===== src/rtl/lea_key_schedule.sv =====
// lea_key_schedule
//   Sequential LEA key schedule for 128/192/256-bit keys. A key is latched on
//   an accepted start; one 192-bit round key is then produced per accepted
//   valid/ready beat (24/28/32 rounds). The T-word state is kept in registers
//   and advanced by one delta rotate-add-rotate step per round.
//
// Ports
//   clk       clock, all state updates on posedge
//   rst_n     asynchronous active-low reset
//   start     run request, accepted only while busy=0
//   key_len   00=128, 01=192, 10=256, 11=illegal (sampled with start)
//   key       key words, word j = key[32j+31:32j]
//   abort     synchronous cancel of a run in progress
//   busy      high from accepted start until last round key accepted or abort
//   rk_valid  round key on rk is valid
//   rk_ready  consumer accepts rk this cycle when rk_valid=1
//   rk        round key {RK5..RK0}, RK0 in [31:0]
//   rk_round  round index of rk (0..Nr-1)
//   rk_last   high with rk_valid on the final round
//   err       sticky illegal/unsupported key_len flag, cleared by next accepted start
//
// FSM states
//   IDLE | waiting for start
//   LOAD | key words in T, computing round 0
//   RUN  | round key presented, advancing on each accepted beat

module lea_key_schedule #(
    parameter int MAX_KEY_BITS = 256,
    parameter int RK_W         = 192
) (
    input  logic            clk,
    input  logic            rst_n,
    input  logic            start,
    input  logic [1:0]      key_len,
    input  logic [255:0]    key,
    input  logic            abort,
    output logic            busy,
    output logic            rk_valid,
    input  logic            rk_ready,
    output logic [RK_W-1:0] rk,
    output logic [4:0]      rk_round,
    output logic            rk_last,
    output logic            err
);

    typedef enum logic [1:0] {IDLE, LOAD, RUN} state_t;

    state_t      state, state_next;
    logic [31:0] t_q   [8];
    logic [31:0] t_new [8];
    logic [1:0]  mode;
    logic [4:0]  rnd;        // index of the next round to compute
    logic [4:0]  last_rnd;
    logic [191:0] rk_new;
    logic [31:0] d;
    logic [4:0]  prod;
    logic [2:0]  base;
    logic [2:0]  k;
    logic        key_ok;
    logic        do_load, do_step, do_err, do_clr;

    function automatic logic [31:0] rol32(input logic [31:0] x, input logic [4:0] s);
        logic [63:0] tmp;
        tmp = {x, x} << s;
        return tmp[63:32];
    endfunction

    function automatic logic [31:0] delta(input logic [2:0] idx);
        case (idx)
            3'd0:    return 32'hc3efe9db;
            3'd1:    return 32'h44626b02;
            3'd2:    return 32'h79e27c8a;
            3'd3:    return 32'h78df30ec;
            3'd4:    return 32'h715ea49e;
            3'd5:    return 32'hc785da0a;
            3'd6:    return 32'he04ef22a;
            default: return 32'he5c40957;
        endcase
    endfunction

    function automatic logic [4:0] rot_amt(input int j);
        case (j)
            0:       return 5'd1;
            1:       return 5'd3;
            2:       return 5'd6;
            3:       return 5'd11;
            4:       return 5'd13;
            default: return 5'd17;
        endcase
    endfunction

    always_comb begin
        key_ok = 1'b0;
        case (key_len)
            2'b00:   key_ok = 1'b1;
            2'b01:   key_ok = (MAX_KEY_BITS >= 192);
            2'b10:   key_ok = (MAX_KEY_BITS >= 256);
            default: key_ok = 1'b0;
        endcase
    end

    always_comb begin
        case (mode)
            2'b00:   last_rnd = 5'd23;
            2'b01:   last_rnd = 5'd27;
            default: last_rnd = 5'd31;
        endcase
    end

    // One schedule round computed from the current T words and round index.
    // In 256-bit mode the six touched words slide around the eight-word ring.
    always_comb begin
        prod = rnd * 5'd6;
        base = prod[2:0];
        case (mode)
            2'b00:   d = delta({1'b0, rnd[1:0]});
            2'b01:   d = delta(3'(rnd % 5'd6));
            default: d = delta(rnd[2:0]);
        endcase
        t_new  = t_q;
        k      = '0;
        rk_new = '0;
        for (int j = 0; j < 6; j++) begin
            if (mode != 2'b00 || j < 4) begin
                k = (mode == 2'b10) ? base + 3'(j) : 3'(j);
                t_new[k] = rol32(t_q[k] + rol32(d, rnd + 5'(j)), rot_amt(j));
            end
        end
        case (mode)
            2'b00:   rk_new = {t_new[1], t_new[3], t_new[1], t_new[2], t_new[1], t_new[0]};
            2'b01:   rk_new = {t_new[5], t_new[4], t_new[3], t_new[2], t_new[1], t_new[0]};
            default: begin
                for (int j = 0; j < 6; j++)
                    rk_new[32*j +: 32] = t_new[3'(base + 3'(j))];
            end
        endcase
    end

    always_ff @(posedge clk or negedge rst_n) begin
        if (!rst_n) state <= IDLE;
        else        state <= state_next;
    end

    always_comb begin
        state_next = state;
        do_load    = 1'b0;
        do_step    = 1'b0;
        do_err     = 1'b0;
        do_clr     = 1'b0;
        case (state)
            IDLE: begin
                if (start) begin
                    if (key_ok) begin
                        do_load    = 1'b1;
                        state_next = LOAD;
                    end else begin
                        do_err = 1'b1;
                    end
                end
            end
            LOAD: begin
                if (abort) begin
                    do_clr     = 1'b1;
                    state_next = IDLE;
                end else begin
                    do_step    = 1'b1;
                    state_next = RUN;
                end
            end
            RUN: begin
                if (abort) begin
                    do_clr     = 1'b1;
                    state_next = IDLE;
                end else if (!rk_valid || rk_ready) begin
                    if (rk_valid && rk_last) begin
                        do_clr     = 1'b1;
                        state_next = IDLE;
                    end else begin
                        do_step = 1'b1;
                    end
                end
            end
            default: state_next = IDLE;
        endcase
    end

    assign busy = (state != IDLE);

    always_ff @(posedge clk or negedge rst_n) begin
        if (!rst_n) begin
            for (int j = 0; j < 8; j++) t_q[j] <= '0;
            mode     <= '0;
            rnd      <= '0;
            rk       <= '0;
            rk_round <= '0;
            rk_last  <= 1'b0;
            rk_valid <= 1'b0;
            err      <= 1'b0;
        end else begin
            if (do_load) begin
                for (int j = 0; j < 8; j++) t_q[j] <= key[32*j +: 32];
                mode <= key_len;
                rnd  <= '0;
                err  <= 1'b0;
            end
            if (do_err) err <= 1'b1;
            if (do_step) begin
                t_q      <= t_new;
                rk       <= rk_new;
                rk_round <= rnd;
                rk_last  <= (rnd == last_rnd);
                rk_valid <= 1'b1;
                rnd      <= rnd + 5'd1;
            end
            if (do_clr) begin
                rk_valid <= 1'b0;
                rk_last  <= 1'b0;
            end
        end
    end

endmodule


===== config.mk =====
export PLATFORM = sky130hd
export DESIGN_NAME = lea_key_schedule
export DESIGN_NICKNAME = d
export VERILOG_FILES = /design/src/rtl/lea_key_schedule.sv
export SDC_FILE = /design/constraint.sdc
export NUM_CORES = 2
export LEC_CHECK = 0
export CAP_MARGIN = 20
export CORE_MARGIN = 2
export CORE_UTILIZATION = 25
export CTS_BUF_LIST = sky130_fd_sc_hd__clkbuf_4 sky130_fd_sc_hd__clkbuf_8
export CTS_CLUSTER_SIZE = 24
export DETAILED_ROUTE_END_ITERATION = 10
export PLACE_DENSITY = 0.46
export SKIP_CTS_REPAIR_TIMING = 1
export SLEW_MARGIN = 10
export SYNTH_ARGS = -nofsm -noshare
export SYNTH_HDL_FRONTEND = slang
export SYNTH_SLANG_ARGS = --single-unit

===== constraint.sdc =====
create_clock -name clk -period 10.8 [get_ports clk]
set_input_delay 2.16 -clock clk [delete_from_list [all_inputs] [get_ports clk]]
set_output_delay 2.16 -clock clk [all_outputs]
set_load 0.01 [all_outputs]

==> key figures <==
Floorplanning
  – Die Footprint: 230000 sq um
  – Chip Height: 479 um
  – Core area: 225000 sq um
  – Die width: 479 um
  – Initial Util: 0.251
  – Rows: 174
  – # IOs: 464

Setup path
  – Biggest cell delay along the critical path: 1.03 ns
  – Bufs and invs on worst path: 2
  – Most frequent cell on the critical path: o21ai_0
  – Crit path max-delay family: compound AO/OA/AOI/OAI gates
  – Crit Path Category: reg -> reg
  – Critical Path AT: 11.23 ns
  – Worst EP required: 11.57 ns
  – Crit. End Element: register
  – Critical path launch point type: register
  – Worst-path maximum fanout: 19
  – Critical-path top delay cell: xnor2_1

Drt
  – DRC errors left: 0
  – Drt via density: 6.25
  – WL per Instance: 36.7 um
  – 1st-pass router iterations: 9
  – Final wirelength: 428 mm
  – Via Count: 72777
  – Final ANT Viol Nets: 0
  – Drt first-iter violations: 12548

STA
  – Hold Violations, Final: 0
  – Slew margin rel.: 0.0718
  – RSZ-0062 raised after global routing: no
  – Worst hold slack: 0.482 ns
  – Final setup viols: 0
  – Slew Limit Fails: 0
  – Max Clock Freq: 95.6 MHz
  – Tcrit/Tclk final: 0.969
  – Fin Setup TNS: 0 ns
  – Worst Clk Skew: 0.0790 ns
  – Min Clock Period, post-route: 10.46 ns
  – Worst Tran Pin Value: 1.39 ns

Synthesis
  – Synth Register Bits: 465
  – Ys Warns: 0
  – Syn Nets: 8614
  – Mapped Avg Cell Area: 6.93 sq um
  – Synth cell count leaders: nand2_1, nor2_1, a21oi_1
  – Cell accounting for the most synthesized area: dfrtp_1
  – Synth Flop Type: dfrtp_1
  – Post-Synthesis Cells: 8141
  – Most frequent cell after synthesis: nand2_1
  – Ys async rst share: 1.00
  – Top cell type's share of synthesized area: 0.206
  – Post-synth EDFFs: 0
  – Area contributors post-synth: dfrtp_1, mux2i_1, nand2_1
  – Post-Syn Area: 56500 sq um
  – Library cells used by synthesis: 106
  – Post-synthesis sequential area ratio: 0.206

Clock network
  – CTS tree: built
  – Latest clock arrival within the worst-skew pair: 0.92 ns
  – Clock transition at path regs: 0.06 ns
  – Clock H-tree levels: 3
  – CTS Root Cell: clkbuf_8
  – Clock sinks: 465
  – Clock buffer depth: 3
  – CTS Buf Count: 101

Job
  – Max-cap violations: 0

Global route
  – First-pass GRT wire length: 572 mm
  – Pin count of the biggest net entering global routing: 177
  – Vias in the first global route: 64773
  – Gr ovfl total: 0
  – Busiest grt layer: met1
  – Gr usage total: 0.355
  – GRT met3 Usage: 0.137
  – GRT met1 Usage: 0.493
  – Met2 Usage GRT: 0.470
  – Initial antenna violation count: 67

Placement
  – Placed cell count: 11443
  – PortBufs: 463
  – Hpwl dp: 325 mm
  – Routability cong.: 1.06
  – Placement-stage cell area: 66800 sq um

Layout
  – P&R area growth vs syn: 22.7%
  – Final Cell Area: 69300 sq um
  – Fin cells: 11646
  – Layout cells sized above 1: 0.117
  – Fillers: 24526
  – Final net count: 9030

Run status
  – Status: finished, final reports clean

Hold path
  – Worst hold path type: reg -> reg
[final timing paths]
kind,from,slack (ns),end,depth (start not counted)
min,rk[177],0.48,rk[177],2
max,rnd[3],0.34,rk[55],39
min reg2reg,rk[177],0.48,rk[177],2
max in group asynchronous,rst_n,7.17,t_q[106],3
min in group asynchronous,rst_n,1.26,rk[49],1
max reg2reg,rnd[3],0.34,rk[55],39
[tightest hold or removal path, stage by stage, from the launching register on]
cell,delay [ns]
dfrtp_1,0.34
nand2_1,0.05
o21ai_0,0.06
[per-layer routing]
metal / vias up / wire (um) / share of wire
met5: - / 313 / 0.00073
met4: 50 / 26000 / 0.061
met3: 962 / 60700 / 0.14
met2: 5537 / 161000 / 0.38
met1: 35775 / 179000 / 0.42
li1: 30453 / - / -
[cell type report]
type,count,area [sq um],share of cell area
inverter,98,382,0.00551
sequential,465,11700,0.168
timing repair buffer,987,8810,0.127
clock inverter,19,275,0.00397
multi-input combinational,6904,42300,0.611
clock buffer,162,2050,0.0296
tap,2992,3740,0.0540
antenna,19,47.5,0.000686
[cells by family (layout without fill, tap and decap cells)]
logic type / count (synthesis) / in the layout / synth area share
XOR/XNOR: 203 / 203 / 0.0320
flip-flops: 465 / 465 / 0.206
AND/OR/NAND/NOR: 2839 / 2839 / 0.209
other: 0 / 19 / 0
multiplexers: 643 / 643 / 0.126
adder cells (fa/ha/maj): 210 / 210 / 0.0473
AO/OA/AOI/OAI: 3009 / 3009 / 0.327
buffers and inverters: 772 / 1266 / 0.0521
[cell usage in the layout, fill, tap and decap left out, types with 81 or more instances in the layout]
cell	instances
nand2_1	1273
nor2_1	1032
a21oi_1	913
o21ai_0	796
buf_4	501
mux2i_1	486
clkdlybuf4s50_1	462
dfrtp_1	458
a31oi_1	222
ha_1	202
o22ai_1	166
a21o_1	140
clkbuf_8	133
mux2_2	112
xnor2_1	108
and3_1	103
a211oi_1	93
inv_1	90
a221oi_1	81
[flip-flops by register name (all words and copies together) (netlist names)]
signal    flops
err           1
mode          2
rk          192
rk_last       1
rk_round      5
rk_valid      1
rnd           5
state         2
t_q         256
[stage by stage]
stage / utilization / setup WS (ns)
2_1_floorplan: - / 0.0649
3_3_place_gp: 0.297 / 0.290
3_5_place_dp: 0.297 / 0.167
4_1_cts: 0.308 / 0.0633
5_1_grt: 0.308 / 0.0181
6_report: 0.308 / 0.339
Power is left out: the tool's default activity adds up to more than one toggle a clock period on the data nets, which glitch-free logic cannot reach.
